File: config.mk
export PLATFORM = sky130hd
export DESIGN_NAME = param_cpu
export DESIGN_NICKNAME = d
export VERILOG_FILES = /design/src/rtl/param_cpu.sv
export SDC_FILE = /design/constraint.sdc
export NUM_CORES = 1
export LEC_CHECK = 0
export BUFFER_PORTS_ARGS = -buffer_cell sky130_fd_sc_hd__buf_2
export CORE_ASPECT_RATIO = 2
export CORE_MARGIN = 2
export CORE_UTILIZATION = 25
export CTS_CLUSTER_DIAMETER = 60
export DETAILED_ROUTE_END_ITERATION = 10
export RECOVER_POWER = 25
export SYNTH_ARGS = -nofsm -noshare
export SYNTH_HDL_FRONTEND = slang
export SYNTH_SLANG_ARGS = --single-unit
File: constraint.sdc
create_clock -name clk -period 4 [get_ports clk]
set_clock_uncertainty 0.05 [all_clocks]
set_input_delay 0.2 -clock clk [delete_from_list [all_inputs] [get_ports clk]]
set_output_delay 0.2 -clock clk [all_outputs]
set_load 0.02 [all_outputs]
File: src/rtl/param_cpu.sv
// param_cpu: multi-cycle IDLE/DECODE/EXEC/MEM/WB processor with a small register file and data memory.
// Define PARAM_CPU_SAT_EN to clamp ADD/ADDI/SUB results on overflow/borrow instead of wrapping.
module param_cpu #(
    parameter int DATA_WIDTH  = 8,
    parameter int ADDR_BITS   = 5,
    parameter int REG_BITS    = 2,
    parameter int INSTR_WIDTH = 20
) (
    input  logic                   clk,
    input  logic                   rst,
    input  logic [INSTR_WIDTH-1:0] instruction,
    input  logic                   instr_valid,
    output logic                   instr_ready,
    output logic                   done,
    input  logic [REG_BITS-1:0]    dbg_sel,
    output logic [DATA_WIDTH-1:0]  dbg_data,
    output logic                   zero_flag,
    output logic                   carry_flag
);

    localparam int NUM_REGS = 2 ** REG_BITS;
    localparam int DEPTH    = 2 ** ADDR_BITS;
    localparam int OP_LSB   = INSTR_WIDTH - 3;
    localparam int X1_LSB   = OP_LSB - REG_BITS;
    localparam int X2_LSB   = X1_LSB - REG_BITS;
    localparam int X3_LSB   = X2_LSB - REG_BITS;

    localparam logic [2:0] OP_ADD   = 3'd0;
    localparam logic [2:0] OP_SUB   = 3'd1;
    localparam logic [2:0] OP_LOAD  = 3'd2;
    localparam logic [2:0] OP_STORE = 3'd3;
    localparam logic [2:0] OP_AND   = 3'd4;
    localparam logic [2:0] OP_OR    = 3'd5;
    localparam logic [2:0] OP_ADDI  = 3'd6;
    localparam logic [2:0] OP_NOP   = 3'd7;

    typedef enum logic [2:0] {IDLE, DECODE, EXEC, MEM, WB} state_t;

    state_t                r_state;
    logic [2:0]            r_op;
    logic [REG_BITS-1:0]   r_x1, r_x2, r_x3;
    logic [ADDR_BITS-1:0]  r_imm;
    logic [ADDR_BITS-1:0]  r_addr;
    logic [DATA_WIDTH-1:0] r_regs [NUM_REGS];
    logic [DATA_WIDTH-1:0] r_mem  [DEPTH];
    logic [DATA_WIDTH-1:0] r_result;
    logic [DATA_WIDTH-1:0] r_storeData;
    logic                  r_carry;

    logic [DATA_WIDTH-1:0] w_a, w_b, w_immExt;
    logic [DATA_WIDTH:0]   w_sum, w_diff, w_sumImm;
    logic [DATA_WIDTH-1:0] w_aluResult;
    logic                  w_aluCarry;
    logic [ADDR_BITS-1:0]  w_addr;
    logic                  w_isAluOp;
    logic                  w_unused;

    // Only the decoded fields matter; the remaining instruction bits are don't-care.
    assign w_unused  = ^instruction;
    assign dbg_data  = r_regs[dbg_sel];
    assign w_a       = r_regs[r_x2];
    assign w_b       = r_regs[r_x3];
    assign w_immExt  = DATA_WIDTH'(r_imm);
    assign w_sum     = {1'b0, w_a} + {1'b0, w_b};
    assign w_diff    = {1'b0, w_a} - {1'b0, w_b};
    assign w_sumImm  = {1'b0, w_a} + {1'b0, w_immExt};
    assign w_addr    = ADDR_BITS'(w_a) + r_imm;
    assign w_isAluOp = r_op inside {OP_ADD, OP_SUB, OP_AND, OP_OR, OP_ADDI};

    always_comb begin
        w_aluResult = '0;
        w_aluCarry  = 1'b0;
        case (r_op)
`ifdef PARAM_CPU_SAT_EN
            OP_ADD:  begin
                w_aluResult = w_sum[DATA_WIDTH] ? '1 : w_sum[DATA_WIDTH-1:0];
                w_aluCarry  = w_sum[DATA_WIDTH];
            end
            OP_SUB:  begin
                w_aluResult = w_diff[DATA_WIDTH] ? '0 : w_diff[DATA_WIDTH-1:0];
                w_aluCarry  = w_diff[DATA_WIDTH];
            end
            OP_ADDI: begin
                w_aluResult = w_sumImm[DATA_WIDTH] ? '1 : w_sumImm[DATA_WIDTH-1:0];
                w_aluCarry  = w_sumImm[DATA_WIDTH];
            end
`else
            OP_ADD:  begin
                w_aluResult = w_sum[DATA_WIDTH-1:0];
                w_aluCarry  = w_sum[DATA_WIDTH];
            end
            OP_SUB:  begin
                w_aluResult = w_diff[DATA_WIDTH-1:0];
                w_aluCarry  = w_diff[DATA_WIDTH];
            end
            OP_ADDI: begin
                w_aluResult = w_sumImm[DATA_WIDTH-1:0];
                w_aluCarry  = w_sumImm[DATA_WIDTH];
            end
`endif
            OP_AND:  w_aluResult = w_a & w_b;
            OP_OR:   w_aluResult = w_a | w_b;
            default: w_aluResult = '0;
        endcase
    end

    // Architectural writes happen only on the edge leaving the done-pulse state,
    // so a reset mid-instruction leaves no partial update behind.
    always_ff @(posedge clk or negedge rst) begin
        if (!rst) begin
            r_state     <= IDLE;
            instr_ready <= 1'b1;
            done        <= 1'b0;
            zero_flag   <= 1'b0;
            carry_flag  <= 1'b0;
            r_op        <= OP_NOP;
            r_x1        <= '0;
            r_x2        <= '0;
            r_x3        <= '0;
            r_imm       <= '0;
            r_addr      <= '0;
            r_result    <= '0;
            r_storeData <= '0;
            r_carry     <= 1'b0;
            for (int i = 0; i < NUM_REGS; i++) r_regs[i] <= DATA_WIDTH'(i);
            for (int i = 0; i < DEPTH; i++)    r_mem[i]  <= '0;
        end else begin
            case (r_state)
                IDLE: begin
                    if (instr_valid) begin
                        r_op        <= instruction[OP_LSB +: 3];
                        r_x1        <= instruction[X1_LSB +: REG_BITS];
                        r_x2        <= instruction[X2_LSB +: REG_BITS];
                        r_x3        <= instruction[X3_LSB +: REG_BITS];
                        r_imm       <= instruction[ADDR_BITS-1:0];
                        instr_ready <= 1'b0;
                        r_state     <= DECODE;
                    end
                end
                DECODE: r_state <= EXEC;
                EXEC: begin
                    r_result    <= w_aluResult;
                    r_carry     <= w_aluCarry;
                    r_addr      <= w_addr;
                    r_storeData <= r_regs[r_x1];
                    if (r_op == OP_LOAD || r_op == OP_STORE) begin
                        done    <= (r_op == OP_STORE);
                        r_state <= MEM;
                    end else begin
                        done    <= 1'b1;
                        r_state <= WB;
                    end
                end
                MEM: begin
                    if (r_op == OP_STORE) begin
                        r_mem[r_addr] <= r_storeData;
                        done          <= 1'b0;
                        instr_ready   <= 1'b1;
                        r_state       <= IDLE;
                    end else begin
                        r_result <= r_mem[r_addr];
                        done     <= 1'b1;
                        r_state  <= WB;
                    end
                end
                WB: begin
                    if (w_isAluOp) begin
                        r_regs[r_x1] <= r_result;
                        zero_flag    <= (r_result == '0);
                        carry_flag   <= r_carry;
                    end else if (r_op == OP_LOAD) begin
                        r_regs[r_x1] <= r_result;
                    end
                    done        <= 1'b0;
                    instr_ready <= 1'b1;
                    r_state     <= IDLE;
                end
                default: begin
                    done        <= 1'b0;
                    instr_ready <= 1'b1;
                    r_state     <= IDLE;
                end
            endcase
        end
    end

endmodule

== Word level (Yosys, flattened, before mapping) ==
Cells that the tools add are included.
Word-level totals
  flip-flop bits (word level): 331
  bits of input ports: 25
  output and inout bits: 12
  logic and storage cells: 136
Cells by class
  $add $sub $neg: 4
  $lt $le $gt $ge: 7
  eq/ne operators: 13
  mux-type cells: 37
  bitwise operators: 8
  reduce and logical (&&, ||, !) cells: 17
Operators with widths (count)
  256-bit bitwise mux: 1
  8-bit two-way mux: 13
  8-bit binary-select mux with 2-bit select: 4
  32-bit two-way mux: 2
  8-bit binary-select mux with 5-bit select: 1
  8-bit demux with 5-bit select: 1
  8-bit one-hot mux with 5 select lines: 1
  32-bit bitwise mux: 1
  8-bit demux with 2-bit select: 1
  8-bit one-hot mux with 2 select lines: 1
  3-bit by 2-bit == test with 1-bit output (second input constant): 4
  3-bit == test (second input constant): 4
  3-bit greater-or-equal comparator (second input constant): 4
  2-bit inverter with 3-bit output: 4
  3-bit one-hot mux with 4 select lines: 1
  2-bit AND reduction: 5
  8-bit by 5-bit adder with 9-bit output: 1
  8-bit by 8-bit adder with 9-bit output: 1
  3-bit two-way mux: 3
  1-bit one-hot mux with 3 select lines: 3
  8-bit by 8-bit subtractor with 9-bit output: 1
  8-bit bitwise AND: 1
  8-bit logical NOT: 1
  8-bit OR: 1
  other kinds (16): 26

== Longest topological paths before layout ==
Gate-level depths: netlist of the first run.
  depth after elaboration: 8
  mapped depth: 11

== Worst setup path after synthesis of the first run ==
OpenSTA, ideal clock, no wires.
  path type: register -> register
  start: register r_x3[0]
  end: register r_result[6]
  data arrival time: 2.825 ns
  required time: 3.819 ns
  slack: 0.994 ns
  cell stages (with the launch flop): 11
  path buffers: 1
  clock period less this slack: 3.006 ns
  path through: dfrtp_1 > clkbuf_1 > mux4_2 > ha_1 > fa_1 > a21o_1 > a211oi_1 > o21bai_1 > mux2i_1 > xor2_1 > o211ai_1
Between the ends
  word-level cells in the longest chain between the ends: 7
RTL lines
  start, declared: line 41  | logic [REG_BITS-1:0] r_x1, r_x2, r_x3;
  start signal, assigned: line 134  | r_x3 <= instruction[X3_LSB +: REG_BITS];
  2-bit inverter with 3-bit output (not written as such) *: line 62  | assign w_b = r_regs[r_x3];
  8-bit binary-select mux with 2-bit select *: line 62
  8-bit two-way mux (not written as such) * (2 in a row): line 62
  8-bit by 8-bit subtractor with 9-bit output (tied with other cells): line 65  | assign w_diff = {1'b0, w_a} - {1'b0, w_b};
  8-bit one-hot mux with 5 select lines *: line 73  | case (r_op)
  8-bit one-hot mux with 2 select lines *: line 128  | case (r_state)
  end signal, assigned: line 142  | r_result <= w_aluResult;
  end signal, assigned: line 161  | r_result <= r_mem[r_addr];
  end, declared: line 46  | logic [DATA_WIDTH-1:0] r_result;
Every way passes the cells marked *; elsewhere a longest branch is shown, timed or not. The select of a mux whose other input is x is not followed.
A chain may end at the register's enable or synchronous reset.

== Worst setup path after layout of the first run ==
  start: register r_x2[0]
  end: register r_result[4]
Between the ends
  word-level cells in the longest chain between the ends: 7
RTL lines
  start, declared: line 41
  start signal, assigned: line 133  | r_x2 <= instruction[X2_LSB +: REG_BITS];
  2-bit inverter with 3-bit output (not written as such) *: line 61  | assign w_a = r_regs[r_x2];
  8-bit binary-select mux with 2-bit select *: line 61
  8-bit two-way mux (not written as such) * (2 in a row): line 61
  8-bit by 5-bit adder with 9-bit output (tied with other cells): line 66  | assign w_sumImm = {1'b0, w_a} + {1'b0, w_immExt};
  8-bit one-hot mux with 5 select lines *: line 73
  8-bit one-hot mux with 2 select lines *: line 128
Marked as above.

==> flow_metrics.env, run 1 <==
export IMPL_final_period_minus_worst_setup_slack_ps=3410
export IMPL_vdd_ir_drop_worst_mv=0.400
export IMPL_cpPeakStageDelay_ps=760
export IMPL_synth_cells=1234
export IMPL_startpoint="r_x2[0]$_DFFE_PN0P_"
export IMPL_worst_r2r_setup_slack_ps=590
export IMPL_timing_fmax_mhz=293
export IMPL_setup_viol=0
export IMPL_leakage_nw=8.85
export IMPL_initial_utilization=0.253
export IMPL_worstPathBufferInverterCount=0
export IMPL_number_of_design_rule_violations_left_by_the_first_detailed_router_iteration=477
export IMPL_synth_top_cell_by_area="sky130_fd_sc_hd__dfrtp_1"
export IMPL_tns_ps=0
export IMPL_min_to="r_op[1]$_DFFE_PN1P_"
export IMPL_routedWlPerCell_um=21.7
export IMPL_regToRegStartpoint="r_x2[0]$_DFFE_PN0P_"
export IMPL_path_cells="mux4_1, ha_1, fa_1, a21o_1, a21oi_1, nor4b_1, a2111oi_0, o21ai_0, nand2_1"
export IMPL_ant_nets=0
export IMPL_dp_final_hpwl_um=34100
export IMPL_combPwrFrac=0.326
export IMPL_area_growth_syn_to_layout_pct=13.2
export IMPL_seq_area_frac_synth=0.485
export IMPL_hold_violations=0
export IMPL_ioPinCount=37
export IMPL_synth_enable_flop_cells=0
export IMPL_viasPerCell=4.83
export IMPL_slew_violations=109
export IMPL_cts_path_max_buffers=3
export IMPL_core_area_um2=67700
export IMPL_rsz0062_at_grt="false"
export IMPL_io_buffer_count=30
export IMPL_worst_pin_slew_ps=2830
export IMPL_cts_tree="built"
export IMPL_synthesis_area_per_instance_um2=13.9
export IMPL_grt_pass1_wl_um=71600
export IMPL_ys_warnings_count=0
export IMPL_failed_checks="max-capacitance violations, max-slew violations"
export IMPL_ys_top_cells_by_area="sky130_fd_sc_hd__dfrtp_1 (47%), sky130_fd_sc_hd__mux2_2 (19%), sky130_fd_sc_hd__mux4_2 (10%)"
export IMPL_grt_util_all_layers=0.134
export IMPL_netlist_area_um2=17100
export IMPL_number_of_global_route_vias_before_repair=11311
export IMPL_power_sequential_fraction=0.402
export IMPL_post_cts_resized_instances=0
export IMPL_drt_pre_antenna_iters=6
export IMPL_tritoncts_num_buffers=28
export IMPL_arrival_ps=3880
export IMPL_ys_types=74
export IMPL_critPathSlowestCell="sky130_fd_sc_hd__mux4_1"
export IMPL_fp_dieArea_um2=70700
export IMPL_antenna_diode_count=0
export IMPL_place_gp_congestion=0.880
export IMPL_die_y_um=374
export IMPL_grt_start_max_net_pins=111
export IMPL_endpoint_kind="register"
export IMPL_final_core_util=0.286
export IMPL_critPathTopFamily="compound AO/OA/AOI/OAI gates"
export IMPL_post_route_period_util=0.853
export IMPL_synth_top_area_frac=0.473
export IMPL_status="complete, but fails checks"
export IMPL_die_width_um=189
export IMPL_final_layout_size_suffix_gt1_frac=0.416
export IMPL_route_vias_total=10462
export IMPL_cp_required_ps=4470
export IMPL_core_rowCount=135
export IMPL_number_of_maximum_capacitance_violations=1
export IMPL_critical_path_source_type="register"
export IMPL_hold_path_class="input pin to register"
export IMPL_synthArstFlopShare=1.00
export IMPL_drc=0
export IMPL_hold_path_cell_count=4
export IMPL_insertion_delay_ps=580
export IMPL_r2r_cells=9
export IMPL_netSwitchingPower_mw=4.28
export IMPL_aggregate_global_routing_overflow=0
export IMPL_critical_path_reg2reg_endpoint="r_result[4]$_DFFE_PN0P_"
export IMPL_cts_htree_levels=1
export IMPL_timing_critical_path_fanout_max=9
export IMPL_ys_flop_type="sky130_fd_sc_hd__dfrtp_1"
export IMPL_power_density_nw_per_um2=580
export IMPL_holdCritStartpoint="instruction[18]"
export IMPL_final_nets=1311
export IMPL_synth_net_count=1291
export IMPL_cell_internal_pwr_mw=6.96
export IMPL_worstSetupPathType="register to register"
export IMPL_total_wire_length_after_detailed_routing_um=46900
export IMPL_cts_root_buffer_cell="sky130_fd_sc_hd__clkbuf_16"
export IMPL_clk_pin_slew_ps=70
export IMPL_antenna_found_initial=0
export IMPL_sw_ratio=0.381
export IMPL_clock_sink_count=331
export IMPL_power_clock_fraction=0.272
export IMPL_relSlewSlack=-0.886
export IMPL_synth_seq_cells=331
==> stage by stage <==
step,power [mW],setup WS (ps),cells,cell area (um2),hold WS [ps]
floorplan,6.98,994,1234,17100,-146
global placement,8.19,576,2098,18200,260
detailed placement,8.22,628,2098,18200,277
CTS,11.3,610,2166,19400,258
global route,11.8,444,2166,19400,324
finish,11.2,586,2166,19400,321
==> sequential cells by signal (all words and copies together) (netlist names), 2 cells and up <==
name / flops
r_storeData: 8
r_op: 3
r_imm: 5
r_x3: 2
r_regs: 32
r_result: 8
r_x2: 2
r_state: 3
r_addr: 5
r_x1: 2
r_mem: 256
==> cell families after synthesis <==
family | Yosys count | share of synthesized area
compound gates | 123 | 0.0481
xor+xnor | 10 | 0.00512
fa+ha+maj | 32 | 0.0247
buf+inv | 103 | 0.0298
flops | 331 | 0.485
mux | 426 | 0.338
simple gates | 209 | 0.0699
==> worst max path at each step <==
stage | endpoint | cells after the start
floorplan | r_result[6]$_DFFE_PN0P_ | 10
global placement | r_result[4]$_DFFE_PN0P_ | 9
detailed placement | r_result[4]$_DFFE_PN0P_ | 9
CTS | r_result[4]$_DFFE_PN0P_ | 9
global route | r_result[4]$_DFFE_PN0P_ | 9
finish | r_result[4]$_DFFE_PN0P_ | 9
==> worst min-delay path, stage by stage <==
cell and delay, ps:
sky130_fd_sc_hd__dlygate4sd3_1 520, sky130_fd_sc_hd__buf_2 100, sky130_fd_sc_hd__nand2_1 30, sky130_fd_sc_hd__o21ai_0 60
==> layer usage <==
layer | GRT usage | part of all wire | vias to the layer above
li1 | - | - | 4615
met1 | 0.127 | 0.32 | 5444
met2 | 0.257 | 0.56 | 271
met3 | 0.0116 | 0.030 | 132
met4 | 0.107 | 0.090 | 0
met5 | 0 | 0 | -
==> final cells by class <==
class	instances	area, um2
repair buffers	69	529
multi-input cells	800	8310
clock inverters	16	213
fillers	6782	48400
well taps	890	1110
clock buffers	36	812
inverters	24	90.1
flip-flops and latches	331	8300
==> power by group through the flow <==
stage               Combinational (mW)  Clock (mW)  Sequential [mW]
global placement                  3.62           0             4.56
global route                      3.95        3.26             4.59
floorplan                         3.03           0             3.95
CTS                               3.68        3.14             4.52
detailed placement                3.64           0             4.58
finish                            3.66        3.05             4.52
==> placed cells by master, fill, tap and decap left out, drive strengths merged, types with 8 or more instances in the layout <==
cell,n
nor3,12
a22oi,17
buf,49
dlygate4sd3,16
a21oi,22
mux2,305
inv,26
ha,29
xnor2,8
a211oi,8
nor3b,9
dfstp,8
nor2b,9
o21ai,28
nand2b,8
clkbuf,40
mux4,85
mux2i,36
dfrtp,323
nor2,43
nand3,12
nand2,84
o22ai,9
==> Yosys cell counts (all sizes together) (2+ instances only) <==
cell,count
dfrtp,323
xor2,2
nand2b,8
xnor2,8
o21ai,28
o22ai,9
mux2i,36
o211ai,7
nand2,84
nor2,43
a22oi,17
or3,5
nor2b,9
nand3,12
a31oi,4
and3b,3
o21bai,5
or2,3
or4,2
a2111oi,3
or3b,3
mux4,85
nand3b,5
buf,36
nor4b,2
and3,3
ha,29
inv,24
nor4,3
mux2,305
nor3b,9
nor3,12
fa,3
a21oi,22
clkbuf,43
a21o,5
a221oi,2
a311oi,2
a211oi,8
o31ai,2
dfstp,8
==> timing repair <==
action	4_1_cts	5_1_grt
setup buffers	0	0
hold endpoints to repair	122	0
hold buffers	16	0
Note: power is estimated with default switching activity, not from simulation.
==> run 2: changes to the inputs <==
--- a/config.mk
+++ b/config.mk
@@ -8,9 +8,10 @@
 export BUFFER_PORTS_ARGS = -buffer_cell sky130_fd_sc_hd__buf_2
 export CORE_ASPECT_RATIO = 2
 export CORE_MARGIN = 2
-export CORE_UTILIZATION = 25
+export CORE_UTILIZATION = 60
 export CTS_CLUSTER_DIAMETER = 60
 export DETAILED_ROUTE_END_ITERATION = 10
+export PLACE_DENSITY_LB_ADDON = 0.08
 export RECOVER_POWER = 25
 export SYNTH_ARGS = -nofsm -noshare
 export SYNTH_HDL_FRONTEND = slang
==> run 2 against run 1 <==
Compared with the run above: the flow still finishes with violations (max-capacitance violations, max-slew violations); final cell count down 24%; combinational power is 4% lower; count of clock-buffer cells in the layout rose by 11; critical path type unchanged; critical endpoint is now r_result[6]$_DFFE_PN0P_; largest cell class unchanged; largest power group unchanged; highest routed layer unchanged.
==> flow_metrics.env, run 2 (synthesis results as in run 1) <==
export IMPL_status="complete, but fails checks"
export IMPL_failed_checks="max-capacitance violations, max-slew violations"
export IMPL_viasPerCell=6.46
export IMPL_power_density_nw_per_um2=596
export IMPL_relSlewSlack=-0.458
export IMPL_arrival_ps=3920
export IMPL_grt_pass1_wl_um=68500
export IMPL_cpPeakStageDelay_ps=700
export IMPL_grt_start_max_net_pins=118
export IMPL_aggregate_global_routing_overflow=0
export IMPL_cts_hold_buffers_added=16
export IMPL_registers_top_by_ff_count="r_mem"
export IMPL_timing_critical_path_fanout_max=6
export IMPL_fp_dieArea_um2=30000
export IMPL_final_layout_size_suffix_gt1_frac=0.412
export IMPL_largest_register_ffs=256
export IMPL_cts_htree_levels=1
export IMPL_slew_violations=85
export IMPL_cts_path_max_buffers=3
export IMPL_final_period_minus_worst_setup_slack_ps=3490
export IMPL_place_gp_congestion=0.914
export IMPL_ant_nets=0
export IMPL_critical_path_source_type="register"
export IMPL_dp_final_hpwl_um=30400
export IMPL_insertion_delay_ps=560
export IMPL_critPathSlowestCell="sky130_fd_sc_hd__a221oi_1"
export IMPL_worst_pin_slew_ps=2190
export IMPL_post_route_period_util=0.873
export IMPL_hold_path_class="input pin to async pin"
export IMPL_worstSetupPathType="register to register"
export IMPL_routedWlPerCell_um=26.7
export IMPL_grt_util_all_layers=0.306
export IMPL_cts_root_buffer_cell="sky130_fd_sc_hd__clkbuf_16"
export IMPL_endpoint_kind="register"
export IMPL_die_width_um=123
export IMPL_initial_utilization=0.609
export IMPL_hold_violations=0
export IMPL_core_area_um2=28100
export IMPL_route_vias_total=10578
export IMPL_final_core_util=0.665
export IMPL_drc=0
export IMPL_timing_fmax_mhz=286
export IMPL_path_cells="buf_4, mux4_1, inv_1, ha_1, fa_1, o21ba_2, o21bai_1, a221oi_1, mux2i_1, xor2_1, o211ai_1"
export IMPL_dp_cell_count=1566
export IMPL_mostFrequentLayoutCell="sky130_fd_sc_hd__dfrtp_1"
export IMPL_area_growth_syn_to_layout_pct=9.25
export IMPL_power_total_mw=11.1
export IMPL_largest_registers="r_mem (256), r_regs (32)"
export IMPL_antenna_found_initial=0
export IMPL_placed_area_um2=17500
export IMPL_post_cts_resized_instances=0
export IMPL_post_layout_nonfiller_instances=1638
export IMPL_rsz0062_at_grt="false"
export IMPL_ioPinCount=37
export IMPL_io_buffer_count=30
export IMPL_cts_tree="built"
export IMPL_startpoint="r_x2[0]$_DFFE_PN0P_"
export IMPL_ff_latch_area_um2=8300
export IMPL_die_y_um=243
export IMPL_tritoncts_num_buffers=30
export IMPL_final_critical_path_setup_slack_ps=506
export IMPL_mostFrequentLayoutCells="sky130_fd_sc_hd__dfrtp_1 (321), sky130_fd_sc_hd__mux2_2 (292), sky130_fd_sc_hd__mux4_2 (76), sky130_fd_sc_hd__nand2_1 (76), sky130_fd_sc_hd__mux2i_1 (36)"
export IMPL_cp_required_ps=4420
export IMPL_fillCellCount=2094
export IMPL_number_of_design_rule_violations_left_by_the_first_detailed_router_iteration=524
export IMPL_clk_pin_slew_ps=70
export IMPL_hold_slack_ps=216
export IMPL_multi_input_comb_area_um2=8310
export IMPL_vdd_ir_drop_worst_mv=0.396
export IMPL_tns_ps=0
export IMPL_leakage_nw=8.85
export IMPL_final_instance_area_um2=18700
export IMPL_post_cts_buffers=0
export IMPL_number_of_maximum_capacitance_violations=2
export IMPL_core_rowCount=87
export IMPL_regToRegStartpoint="r_x2[0]$_DFFE_PN0P_"
export IMPL_number_of_global_route_vias_before_repair=11336
export IMPL_antenna_diode_count=0
export IMPL_total_wire_length_after_detailed_routing_um=43700
export IMPL_final_nets=1315
export IMPL_setup_viol=0
export IMPL_drt_pre_antenna_iters=4
export IMPL_preCtsSetupSlack_ps=639
export IMPL_clock_sink_count=331
## run 2: area by class of cell
class                   instances  share of cell area
clock buffers                  47              0.0490
clock inverters                 9             0.00576
inverters                      24             0.00482
multi-input cells             800               0.445
flip-flops and latches        331               0.444
well taps                     356              0.0238
repair buffers                 71              0.0277
## run 2: path summary, 6_finish.rpt
check / end / slack, ps / cells after the start
worst min-delay path: r_regs[19]$_DFFE_PN0P_ / 220 / 2
worst min register to register: zero_flag$_DFFE_PN0P_ / 430 / 2
max in group asynchronous: r_mem[34]$_DFFE_PN0P_ / 890 / 3
worst max register to register: r_result[6]$_DFFE_PN0P_ / 510 / 11
min in group clk: r_op[0]$_DFFE_PN1P_ / 340 / 4
worst max-delay path: r_result[6]$_DFFE_PN0P_ / 510 / 11
## run 2: worst max-delay path, delay by kind of cell (launching register included)
kind | cells | cell delay (ps)
compound gates | 4 | 1100
xor+xnor | 1 | 190
fa+ha+maj | 2 | 390
buf+inv | 2 | 340
flops | 1 | 500
mux | 2 | 830
## run 2: per-layer routing
metal,vias up,track usage,part of all wire
met5,-,0,0
met4,0,0.183,0.072
met3,118,0.0376,0.034
met2,268,0.532,0.53
met1,5562,0.354,0.36
li1,4630,-,-
## run 2: power by group
group	switching (mW)	internal, mW
registers	1.00	3.65
clock network	1.27	1.70
logic	1.93	1.58
total	4.21	6.94
==> run 3: changes to the inputs <==
==> constraint.sdc (replaced) <==
create_clock -name clk -period 4.3 [get_ports clk]
set_clock_uncertainty 0.05 [all_clocks]
set_input_delay 0.215 -clock clk [delete_from_list [all_inputs] [get_ports clk]]
set_output_delay 0.215 -clock clk [all_outputs]
set_load 0.02 [all_outputs]
==> run 3 against run 2 <==
Compared with the run above: the run still ends with max-capacitance violations, max-slew violations left; sequential share of layout area hardly changed; highest routed layer unchanged; worst hold slack gained 120 ps; combinational power down 8.5%; maximum frequency down 2.8%; via count down 1.1%; first-iteration DRC count is 42% higher; critical endpoint is now r_result[7]$_DFFE_PN0P_; global-route usage is 0.097 points higher; utilization hardly changed.
==> flow_metrics.env, run 3 (synthesis results as in run 1) <==
export IMPL_die_y_um=243
export IMPL_regToRegStartpoint="r_x2[0]$_DFFE_PN0P_"
export IMPL_ioPinCount=37
export IMPL_grt_util_all_layers=0.307
export IMPL_status="complete, but fails checks"
export IMPL_route_vias_total=10457
export IMPL_failed_checks="max-capacitance violations, max-slew violations"
export IMPL_endpoint_kind="register"
export IMPL_grt_most_used_layer="met2"
export IMPL_ant_nets=0
export IMPL_timing_critical_path_fanout_max=9
export IMPL_critical_path_source_type="register"
export IMPL_drc=0
export IMPL_rsz0062_at_grt="false"
export IMPL_io_buffer_count=30
export IMPL_slew_violations=125
export IMPL_core_rowCount=87
export IMPL_grtUsageMet1=0.347
export IMPL_mostFrequentLayoutCells="sky130_fd_sc_hd__dfrtp_1 (321), sky130_fd_sc_hd__mux2_2 (292), sky130_fd_sc_hd__mux4_2 (76), sky130_fd_sc_hd__nand2_1 (76), sky130_fd_sc_hd__mux2i_1 (36)"
export IMPL_power_total_mw=10.5
export IMPL_holdCritStartpoint="instruction[17]"
export IMPL_registers_top_by_ff_count="r_mem"
export IMPL_dp_final_hpwl_um=30500
export IMPL_cts_path_max_buffers=3
export IMPL_fillCellCount=2101
export IMPL_worst_r2r_setup_slack_ps=700
export IMPL_aggregate_global_routing_overflow=0
export IMPL_fp_dieArea_um2=30000
export IMPL_antenna_found_initial=0
export IMPL_critical_path_reg2reg_endpoint="r_result[7]$_DFFE_PN0P_"
export IMPL_clock_sink_count=331
export IMPL_tns_ps=0
export IMPL_number_of_global_route_vias_before_repair=11402
export IMPL_arrival_ps=4030
export IMPL_worstSetupPathType="register to register"
export IMPL_cts_tree="built"
export IMPL_largest_register_ffs=256
export IMPL_min_to="r_op[0]$_DFFE_PN1P_"
export IMPL_initial_utilization=0.609
export IMPL_final_core_util=0.665
export IMPL_grt_pass1_wl_um=68400
export IMPL_insertion_delay_ps=580
export IMPL_final_nets=1309
export IMPL_grt_start_max_net_pins=126
export IMPL_total_wire_length_after_detailed_routing_um=43800
export IMPL_met2_usage=0.529
export IMPL_routedWlPerCell_um=26.8
export IMPL_worst_pin_slew_ps=3190
export IMPL_drt_pre_antenna_iters=5
export IMPL_hold_path_class="input pin to register"
export IMPL_core_area_um2=28100
export IMPL_final_period_minus_worst_setup_slack_ps=3600
export IMPL_tritoncts_num_buffers=31
export IMPL_cts_htree_levels=1
export IMPL_mostFrequentLayoutCell="sky130_fd_sc_hd__dfrtp_1"
export IMPL_post_cts_buffers=0
export IMPL_clk_pin_slew_ps=70
export IMPL_gr_usage_met3=0.0416
export IMPL_hold_violations=0
export IMPL_area_growth_syn_to_layout_pct=9.20
export IMPL_die_width_um=123
export IMPL_largest_registers="r_mem (256), r_regs (32)"
export IMPL_antenna_diode_count=0
export IMPL_place_gp_congestion=0.939
export IMPL_cts_root_buffer_cell="sky130_fd_sc_hd__clkbuf_16"
export IMPL_cp_required_ps=4740
export IMPL_hold_path_cell_count=4
export IMPL_setup_viol=0
export IMPL_leakage_nw=8.83
export IMPL_timing_fmax_mhz=278
export IMPL_viasPerCell=6.41
export IMPL_r2r_cells=9
export IMPL_number_of_design_rule_violations_left_by_the_first_detailed_router_iteration=745
export IMPL_final_layout_size_suffix_gt1_frac=0.414
export IMPL_relSlewSlack=-1.13
export IMPL_power_density_nw_per_um2=561
export IMPL_vdd_ir_drop_worst_mv=0.347
export IMPL_number_of_maximum_capacitance_violations=1
export IMPL_post_route_period_util=0.836
## run 3: how the worst max path moves through the flow
stage / start / endpoint / depth (start not counted)
2_1_floorplan: r_x3[0]$_DFFE_PN0P_ / r_result[6]$_DFFE_PN0P_ / 10
3_3_place_gp: r_x2[0]$_DFFE_PN0P_ / r_result[7]$_DFFE_PN0P_ / 9
3_5_place_dp: r_x2[0]$_DFFE_PN0P_ / r_result[7]$_DFFE_PN0P_ / 9
4_1_cts: r_x2[0]$_DFFE_PN0P_ / r_result[7]$_DFFE_PN0P_ / 9
5_1_grt: rst / r_mem[102]$_DFFE_PN0P_ / 3
6_report: r_x2[0]$_DFFE_PN0P_ / r_result[7]$_DFFE_PN0P_ / 9
## run 3: routing by layer
layer | routed length, um | up-vias
met4 | 3480 | 0
li1 | - | 4616
met3 | 1540 | 125
met2 | 23100 | 252
met5 | 0 | -
met1 | 15700 | 5464
## run 3: report_power, final
group,switching (mW),total (mW),internal [mW],leakage (nW)
clock network,1.24,2.91,1.67,0.527
registers,0.958,4.36,3.40,4.54
logic,1.76,3.21,1.44,3.77
## run 3: cell type report
type / count / area (um2) / share of cell area
multi-input combinational: 800 / 8310 / 0.445
inverter: 24 / 90.1 / 0.00482
sequential: 331 / 8300 / 0.444
tap: 356 / 445 / 0.0238
clock buffer: 40 / 870 / 0.0466
timing repair buffer: 64 / 452 / 0.0242
clock inverter: 17 / 211 / 0.0113
## run 3: repair_timing
item / in CTS / in global routing
hold endpoints to repair: 135 / 0
resized for setup: 0 / 0
hold buffers: 16 / 0
setup endpoints to repair: 0 / 0
## run 3: metrics by stage
step                cell area (um2)  instances  setup slack (ps)  hold slack (ps)
finish                        18700       1632               705              338
CTS                           18700       1632               801              298
global route                  18700       1632               348              356
detailed placement            17500       1559               807              314
global placement              17500       1559               816              305
floorplan                     17100       1234              1290             -131
## run 3: critical path, cell delays in order (launching register included)
cell and delay (ps):
sky130_fd_sc_hd__dfrtp_1 680, sky130_fd_sc_hd__mux4_1 850, sky130_fd_sc_hd__inv_1 200, sky130_fd_sc_hd__ha_1 250, sky130_fd_sc_hd__or2_2 290, sky130_fd_sc_hd__a211oi_1 410, sky130_fd_sc_hd__o22ai_1 190, sky130_fd_sc_hd__xnor2_1 160
sky130_fd_sc_hd__o221a_1 250, sky130_fd_sc_hd__o2111ai_1 180
